$ cat config.mk
export PLATFORM = sky130hd
export DESIGN_NAME = symbol_unpacker
export DESIGN_NICKNAME = d
export VERILOG_FILES = /design/src/rtl/symbol_unpacker.sv
export SDC_FILE = /design/constraint.sdc
export NUM_CORES = 1
export LEC_CHECK = 0
export BUFFER_PORTS_ARGS = -buffer_cell sky130_fd_sc_hd__buf_2
export CORE_MARGIN = 1.5
export CORE_UTILIZATION = 40
export DETAILED_ROUTE_END_ITERATION = 10
export RECOVER_POWER = 50
export SLEW_MARGIN = 20
export SYNTH_ARGS = -nofsm -noshare
export SYNTH_HDL_FRONTEND = slang
export SYNTH_SLANG_ARGS = --single-unit
$ cat constraint.sdc
create_clock -name clk -period 2.95 [get_ports clk]
set_input_delay 0.1475 -clock clk [delete_from_list [all_inputs] [get_ports clk]]
set_output_delay 0.1475 -clock clk [all_outputs]
set_load 0.01 [all_outputs]
$ cat src/rtl/symbol_unpacker.sv
// Buffers WIDTH-bit words in a DEPTH-entry FIFO and serialises each one into
// 2-bit symbols, MSB pair first, one per clock, for the sequence detector.
module symbol_unpacker #(
  parameter int unsigned WIDTH = 8,
  parameter int unsigned DEPTH = 4
) (
  input  logic                       clk,
  input  logic                       rst_n,
  input  logic [WIDTH-1:0]           in_data,
  input  logic                       in_valid,
  output logic                       in_ready,
  input  logic                       hold,
  output logic [1:0]                 num,
  output logic                       num_valid,
  output logic                       sym_last,
  output logic [$clog2(DEPTH):0]     level
);

  localparam int unsigned PW   = $clog2(DEPTH);
  localparam int unsigned LW   = PW + 1;
  localparam int unsigned NSYM = WIDTH / 2;
  localparam int unsigned IW   = $clog2(NSYM);
  localparam logic [IW-1:0] LAST_IDX = IW'(NSYM - 1);
  localparam logic [LW-1:0] FULL_LVL = LW'(DEPTH);

  typedef enum logic {
    S_IDLE,
    S_SHIFT
  } state_e;

  state_e            state_q, state_d;
  logic [WIDTH-1:0]  mem_q [DEPTH];
  logic [PW-1:0]     wr_ptr_q, wr_ptr_d;
  logic [PW-1:0]     rd_ptr_q, rd_ptr_d;
  logic [LW-1:0]     level_q, level_d;
  logic [WIDTH-1:0]  sr_q, sr_d;
  logic [IW-1:0]     idx_q, idx_d;
  logic [1:0]        num_q, num_d;
  logic              last_q, last_d;
  logic              push, pop;
  logic [WIDTH-1:0]  head;

  assign in_ready  = (level_q != FULL_LVL);
  assign push      = in_valid && in_ready;
  assign head      = mem_q[rd_ptr_q];
  assign num       = num_q;
  assign num_valid = (state_q == S_SHIFT);
  assign sym_last  = last_q;
  assign level     = level_q;

  always_comb begin
    state_d  = state_q;
    rd_ptr_d = rd_ptr_q;
    sr_d     = sr_q;
    idx_d    = idx_q;
    num_d    = num_q;
    last_d   = last_q;
    pop      = 1'b0;

    unique case (state_q)
      S_IDLE: begin
        if (!hold && level_q != '0) pop = 1'b1;
      end
      S_SHIFT: begin
        if (!hold) begin
          if (idx_q == LAST_IDX) begin
            if (level_q != '0) begin
              pop = 1'b1;
            end else begin
              state_d = S_IDLE;
              num_d   = '0;
              last_d  = 1'b0;
              idx_d   = '0;
            end
          end else begin
            sr_d   = sr_q << 2;
            idx_d  = idx_q + 1'b1;
            num_d  = sr_d[WIDTH-1 -: 2];
            last_d = (idx_d == LAST_IDX);
          end
        end
      end
      default: state_d = S_IDLE;
    endcase

    // Pop is shared by the IDLE start and the back-to-back reload from SHIFT.
    if (pop) begin
      state_d  = S_SHIFT;
      sr_d     = head;
      idx_d    = '0;
      num_d    = head[WIDTH-1 -: 2];
      last_d   = 1'b0;
      rd_ptr_d = rd_ptr_q + 1'b1;
    end
  end

  always_comb begin
    wr_ptr_d = push ? wr_ptr_q + 1'b1 : wr_ptr_q;
    level_d  = level_q;
    unique case ({push, pop})
      2'b10:   level_d = level_q + 1'b1;
      2'b01:   level_d = level_q - 1'b1;
      default: level_d = level_q;
    endcase
  end

  always_ff @(posedge clk or negedge rst_n) begin
    if (!rst_n) begin
      state_q  <= S_IDLE;
      wr_ptr_q <= '0;
      rd_ptr_q <= '0;
      level_q  <= '0;
      sr_q     <= '0;
      idx_q    <= '0;
      num_q    <= '0;
      last_q   <= 1'b0;
    end else begin
      state_q  <= state_d;
      wr_ptr_q <= wr_ptr_d;
      rd_ptr_q <= rd_ptr_d;
      level_q  <= level_d;
      sr_q     <= sr_d;
      idx_q    <= idx_d;
      num_q    <= num_d;
      last_q   <= last_d;
    end
  end

  // Storage needs no reset: occupancy and pointers decide what is readable.
  always_ff @(posedge clk) begin
    if (push) mem_q[wr_ptr_q] <= in_data;
  end

endmodule

Yosys cells after proc, flatten, opt, wreduce, memory -nomap -nowiden
Memory sizes are Yosys's and may differ from the RTL's.
Cells that the tools add are included.

operators by class
  eq/ne operators = 8
  bitwise gates (word level) = 1
  reduce and logical (&&, ||, !) cells = 8
  $add $sub $neg = 5
  multiplexer cells = 30

operators by type and width
  operator                                               number
  two-way mux 6 bit                                      4
  two-way mux 2 bit                                      9
  two-way mux 1 bit                                      15
  adder 2 x 1 -> 2 bit, second input constant            3
  equality test 2 bit, second input constant             3
  inequality test 3 bit, second input constant           2
  case mux 3 bit (2 select lines)                        1
  AND reduction 3 bit                                    2
  nonzero test 2 bit                                     2
  adder 3 x 1 -> 3 bit, second input constant            1
  nonzero test 3 bit                                     1
  subtractor 3 x 1 -> 3 bit, second input constant       1
  equality test 2 x 1 -> 1 bit, second input constant    1
  logical AND 1 bit                                      2
  inequality test 2 x 1 -> 1 bit, second input constant  1
  inequality test 2 bit, second input constant           1
  case mux 1 bit (2 select lines)                        1
  zero test 1 bit                                        1
  NOT 1 bit                                              1

storage, ports and cells
  bits of input ports = 12
  memories = 1
  word-level logic and storage cells = 61
  register bits after elaboration = 19
  RAM bits = 32

memories
  name   depth  bits a word  read ports  clocked after memory_dff  write ports  RTL line  RTL
  mem_q  4      8            1           0                         1            32        logic [WIDTH-1:0] mem_q [DEPTH];

Longest topological paths before layout
  depth after elaboration = 7
  mapped depth = 11
  gate-level depth less buffers = 10

Worst setup path after synthesis
OpenSTA, ideal clock, no wires.

  kind = register to register
  from = register idx_q[0]
  to = register level_q[2], in the netlist level[2]
  stages on the path, launching flop included = 12
  arrival time = 2,044 ps
  data required time = 2,871 ps
  period minus slack after synthesis = 2,123 ps
  path buffers = 1
  slack = 827 ps
  cells stage by stage = dfrtp_1 -> ha_1 -> nand2b_1 -> nand3_4 -> inv_4 -> buf_6 -> ha_1 -> inv_1 -> fa_1 -> xor2_1 -> nor2_1 -> xor2_1

on the way
  longest elaborated chain between the ends = 6

ends and longest elaborated chain
  item                                                                   RTL line  RTL
  start, declared                                                        37        logic [IW-1:0] idx_q, idx_d;
  start signal, assigned                                                 123       idx_q <= idx_d;
  equality test 2 bit (*)                                                66        if (idx_q == LAST_IDX) begin
  two-way mux 1 bit (*)                                                  66
  two-way mux 1 bit (*)                                                  65        if (!hold) begin
  case mux 1 bit (2 select lines) (*)                                    60        unique case (state_q)
  net pop                                                                40        logic push, pop;
  equality test 2 x 1 -> 1 bit or equality test 2 bit (tied branches)    100       unique case ({push, pop})
  case mux 3 bit (2 select lines) or nonzero test 2 bit (tied branches)  -
  end signal, assigned                                                   121       level_q <= level_d;
  end, declared                                                          35        logic [LW-1:0] level_q, level_d;

The timed path passes the listed nets; every way through them passes the cells marked *.
A chain may end at the register's enable or synchronous reset.

Worst setup path in the final report
  from = register idx_q[0]
  to = register level_q[2], in the netlist level[2]

on the way
  longest elaborated chain between the ends = 6

ends and longest elaborated chain
  item                                                                   RTL line
  equality test 2 bit (*)                                                66
  two-way mux 1 bit (*)                                                  66
  two-way mux 1 bit (*)                                                  65
  case mux 1 bit (2 select lines) (*)                                    60
  equality test 2 x 1 -> 1 bit or equality test 2 bit (tied branches)    100
  case mux 3 bit (2 select lines) or nonzero test 2 bit (tied branches)  -

Every way passes the cells marked *; elsewhere a longest branch is shown, timed or not.

==> run summary <==
The flow ran to the end, and the final reports show no timing, DRC or antenna violations. The initial antenna violation count came out at 0. For this run, asynchronously set or reset flops after synthesis account for 37.25%. Setup repair after global routing left no endpoint under its margin. The analysis attributes to cell leakage a power of 0.9087 nW. The total length of routed wires came out at 3522 µm. The synthesized area is 2165 µm². Global routing consumed, on the met2 layer, 21.96% of the routing resources. The number of warning messages in the yosys log is 0. Clock tree synthesis selected as its root buffer the cell sky130_fd_sc_hd__clkbuf_8.

The met1 usage in global routing came out at 17.86%. Counting the fill cells in the layout gives 440. VDD sags by at most 0.4723 mV.

In the final routed layout, each cell accounts on average for 14.92 µm. The first detailed-routing pass took 4 iterations. A synthesized cell averages 15.35 µm². In this run the count of I/O pins placed on the die edge is 20. TritonCTS built the clock tree. Across every metal layer, demand over resource in global routing totals 13.69%.

The number of distinct standard cells referenced by the synthesized netlist is 31. For the worst-skew pair, the clock arrives at the later sink with an insertion delay of 0.30 ns. The wire-length estimate of the detail-placed layout is 2523 µm. The share of the core filled with cells is 46.93%.

At the pin with the least slew margin, the transition time is 1.023 ns. The post-route setup TNS is 0 ns. The remaining global-route overflow came out at 0. The area of the die came out at 5861 µm². The via count of the first global-routing pass came out at 1,220.

The post-synthesis register bit count came out at 51. The post-route netlist has 16.27% of its cells at a drive strength greater than 1. The final hold violation count is 0. sky130_fd_sc_hd__edfxtp_1 is the most common cell in the netlist. The diode insertion count for antenna repair came out at 0.

In this run, post-CTS repair resized a total of 0 instances. The data arrival at the endpoint of the critical path is 2.52 ns. By area the synthesized netlist is led by sky130_fd_sc_hd__edfxtp_1, sky130_fd_sc_hd__dfrtp_1, sky130_fd_sc_hd__mux4_2. The synthesized net count came out at 161. After detailed routing, the number of remaining DRC violations is 0. In this run the cell area measured after placement is 2327 µm². After synthesis, flip-flops and latches occupy 66.36% of the total area. The clock input transition at the sequential cells of the worst setup and hold paths is 0.09 ns. Entering global routing, the biggest net connects 20 pins.

The number of setup violations in the final report came out at 0. Of all cell types, the one taking the most synthesized area is sky130_fd_sc_hd__edfxtp_1. The count of max-cap constraint violations came out at 0. The global-route wire length before repair came out at 6134 µm. The via count normalized by instance count is 4.919.

The cts-stage hold buffer count is 1. The met3 usage is 4.072%. The commonest cells after synthesis are sky130_fd_sc_hd__edfxtp_1, sky130_fd_sc_hd__dfrtp_1, sky130_fd_sc_hd__nand2_1, sky130_fd_sc_hd__inv_1, sky130_fd_sc_hd__mux4_2.

The final cell area excluding filler cells is 2427 µm². STA classifies the critical path startpoint as a flip-flop. The kind of critical path is flip-flop to flip-flop. On the final layout, the worst clock skew is 0.003460 ns. For this run, the top clock speed supported by timing is 434.3 MHz.

Compared with the post-synthesis result, the final layout area differs by 12.14%. The core box area is 5172 µm². The power per standard cell area came out at 960.0 nW/µm². The ratio of final minimum period to clock period came out at 78.06%. The global routing stage identified its most utilized layer as met2. The relative slew slack is 31.83%. The die boundary height came out at 76.56 µm. The width of the die is 76.56 µm. For this configuration, the core starts out at a cell density of 41.85%. The number of nets with antenna violations after detailed routing is 0.

The number of core rows is 26. Summed over its instances, the top area cell type makes up 44.39% of the synthesized netlist area. Port buffering added 19 buffers. The number of nets at the end of the flow is 185. The number of clock sinks is 51.

The setup fix buffers added after clock tree synthesis is 0. The first-iteration detailed-routing DRC count came out at 73. The worst-case clock buffer depth is 2. The tightest min-delay check is of the primary input to flip-flop type. The CTS buffer count is 5. STA classifies the critical path endpoint as a flip-flop. The total number of vias came out at 1,161.

In this run, synthesis inferred 32 flip-flops with an integrated enable. CTS built an H-tree with a depth of 2. The max-slew violation total from the final report is 0.

In this run, placement finished with an instance count of 227. The global placement routability congestion came out at 0.7833. The maximum fanout along the worst path is 11. The most used flip-flop cell after synthesis is sky130_fd_sc_hd__edfxtp_1.

The final instance count without filler cells is 236. The required time of the worst setup path came out at 3.17 ns. The minimum clock period after layout came out at 2.303 ns. Synthesis produced a netlist whose cell count is 141.
cells by family after synthesis:
family	Yosys count	synth area share [%]
AOI/OAI and AO/OA	18	6.532
xor gates and xnor gates	6	2.428
adders and majority gates	8	4.971
buffers and inverters	13	2.774
DFF	51	66.36
muxes	9	8.844
and+or+nand+nor	36	8.093
metrics by stage:
stage	hold slack, ns	worst slack, ns	total power, mW
6_report	0.1019	0.6472	2.330
5_1_grt	0.1001	0.4726	2.502
4_1_cts	0.05362	0.6331	2.371
3_5_place_dp	0.1108	0.6588	1.902
3_3_place_gp	0.09840	0.8009	1.858
2_1_floorplan	-0.1481	0.8266	1.686
metal layers:
metal	up-vias	part of all wire, %
met5	-	0
met4	0	1.4
met3	5	3.5
met2	17	48
met1	577	47
li1	562	-
critical path: stages, from the launching register on:
cell                       delay, ns
sky130_fd_sc_hd__dfrtp_1        0.40
sky130_fd_sc_hd__ha_1           0.18
sky130_fd_sc_hd__nand2b_1       0.24
sky130_fd_sc_hd__nand3_4        0.17
sky130_fd_sc_hd__inv_4          0.16
sky130_fd_sc_hd__ha_1           0.19
sky130_fd_sc_hd__inv_1          0.06
sky130_fd_sc_hd__fa_1           0.37
sky130_fd_sc_hd__xor2_1         0.15
sky130_fd_sc_hd__nor2_1         0.12
sky130_fd_sc_hd__xor2_1         0.18
worst paths after layout:
| check | from | to | slack, ns | cells past startpoint |
|---|---|---|---|---|
| hold / removal | in_data[0] | mem_q[2][0]$_DFFE_PP_ | 0.10 | 1 |
| max in group asynchronous | rst_n | wr_ptr_q[0]$_DFFE_PN0P_ | 1.80 | 2 |
| min in group asynchronous | rst_n | sym_last$_DFFE_PN0P_ | 0.54 | 2 |
| setup reg to reg | idx_q[0]$_DFFE_PN0P_ | level[2]$_DFFE_PN0P_ | 0.65 | 10 |
| setup / recovery | idx_q[0]$_DFFE_PN0P_ | level[2]$_DFFE_PN0P_ | 0.65 | 10 |
| hold reg to reg | sym_last$_DFFE_PN0P_ | sym_last$_DFFE_PN0P_ | 0.48 | 2 |
final cells by class:
cell class,count,area (µm²),area share (%)
Timing Repair Buffer,20,88.84,3.660
Tap cell,70,87.58,3.608
Inverter,10,40.04,1.649
Clock buffer,7,76.32,3.144
Clock inverter,1,30.03,1.237
Sequential cell,51,1436,59.18
Multi-Input combinational cell,77,668.1,27.53
state kept, by name, summed over array words and instances, names as in the netlist:
signal / flops
idx_q: 2
level: 3
mem_q: 32
num: 2
num_valid: 1
rd_ptr_q: 2
sr_q: 6
sym_last: 1
wr_ptr_q: 2
where the power goes:
group          switching, mW  total (mW)  internal (mW)  leakage (nW)
Sequential             0.170        1.15          0.984         0.520
Clock                  0.217       0.471          0.254        0.0524
Combinational          0.371       0.706          0.335         0.336
cells in the final DEF, fill, tap and decap left out, types with 5 or more instances in the layout:
cell type and count:
sky130_fd_sc_hd__inv_1 9, sky130_fd_sc_hd__edfxtp_1 32, sky130_fd_sc_hd__clkbuf_8 5, sky130_fd_sc_hd__a31oi_1 6
sky130_fd_sc_hd__mux4_2 8, sky130_fd_sc_hd__ha_1 7, sky130_fd_sc_hd__nand2_1 18, sky130_fd_sc_hd__buf_2 6
sky130_fd_sc_hd__clkbuf_1 15, sky130_fd_sc_hd__nor2_1 7, sky130_fd_sc_hd__dfrtp_1 19
No activity file was read; power rests on OpenSTA's default activity.
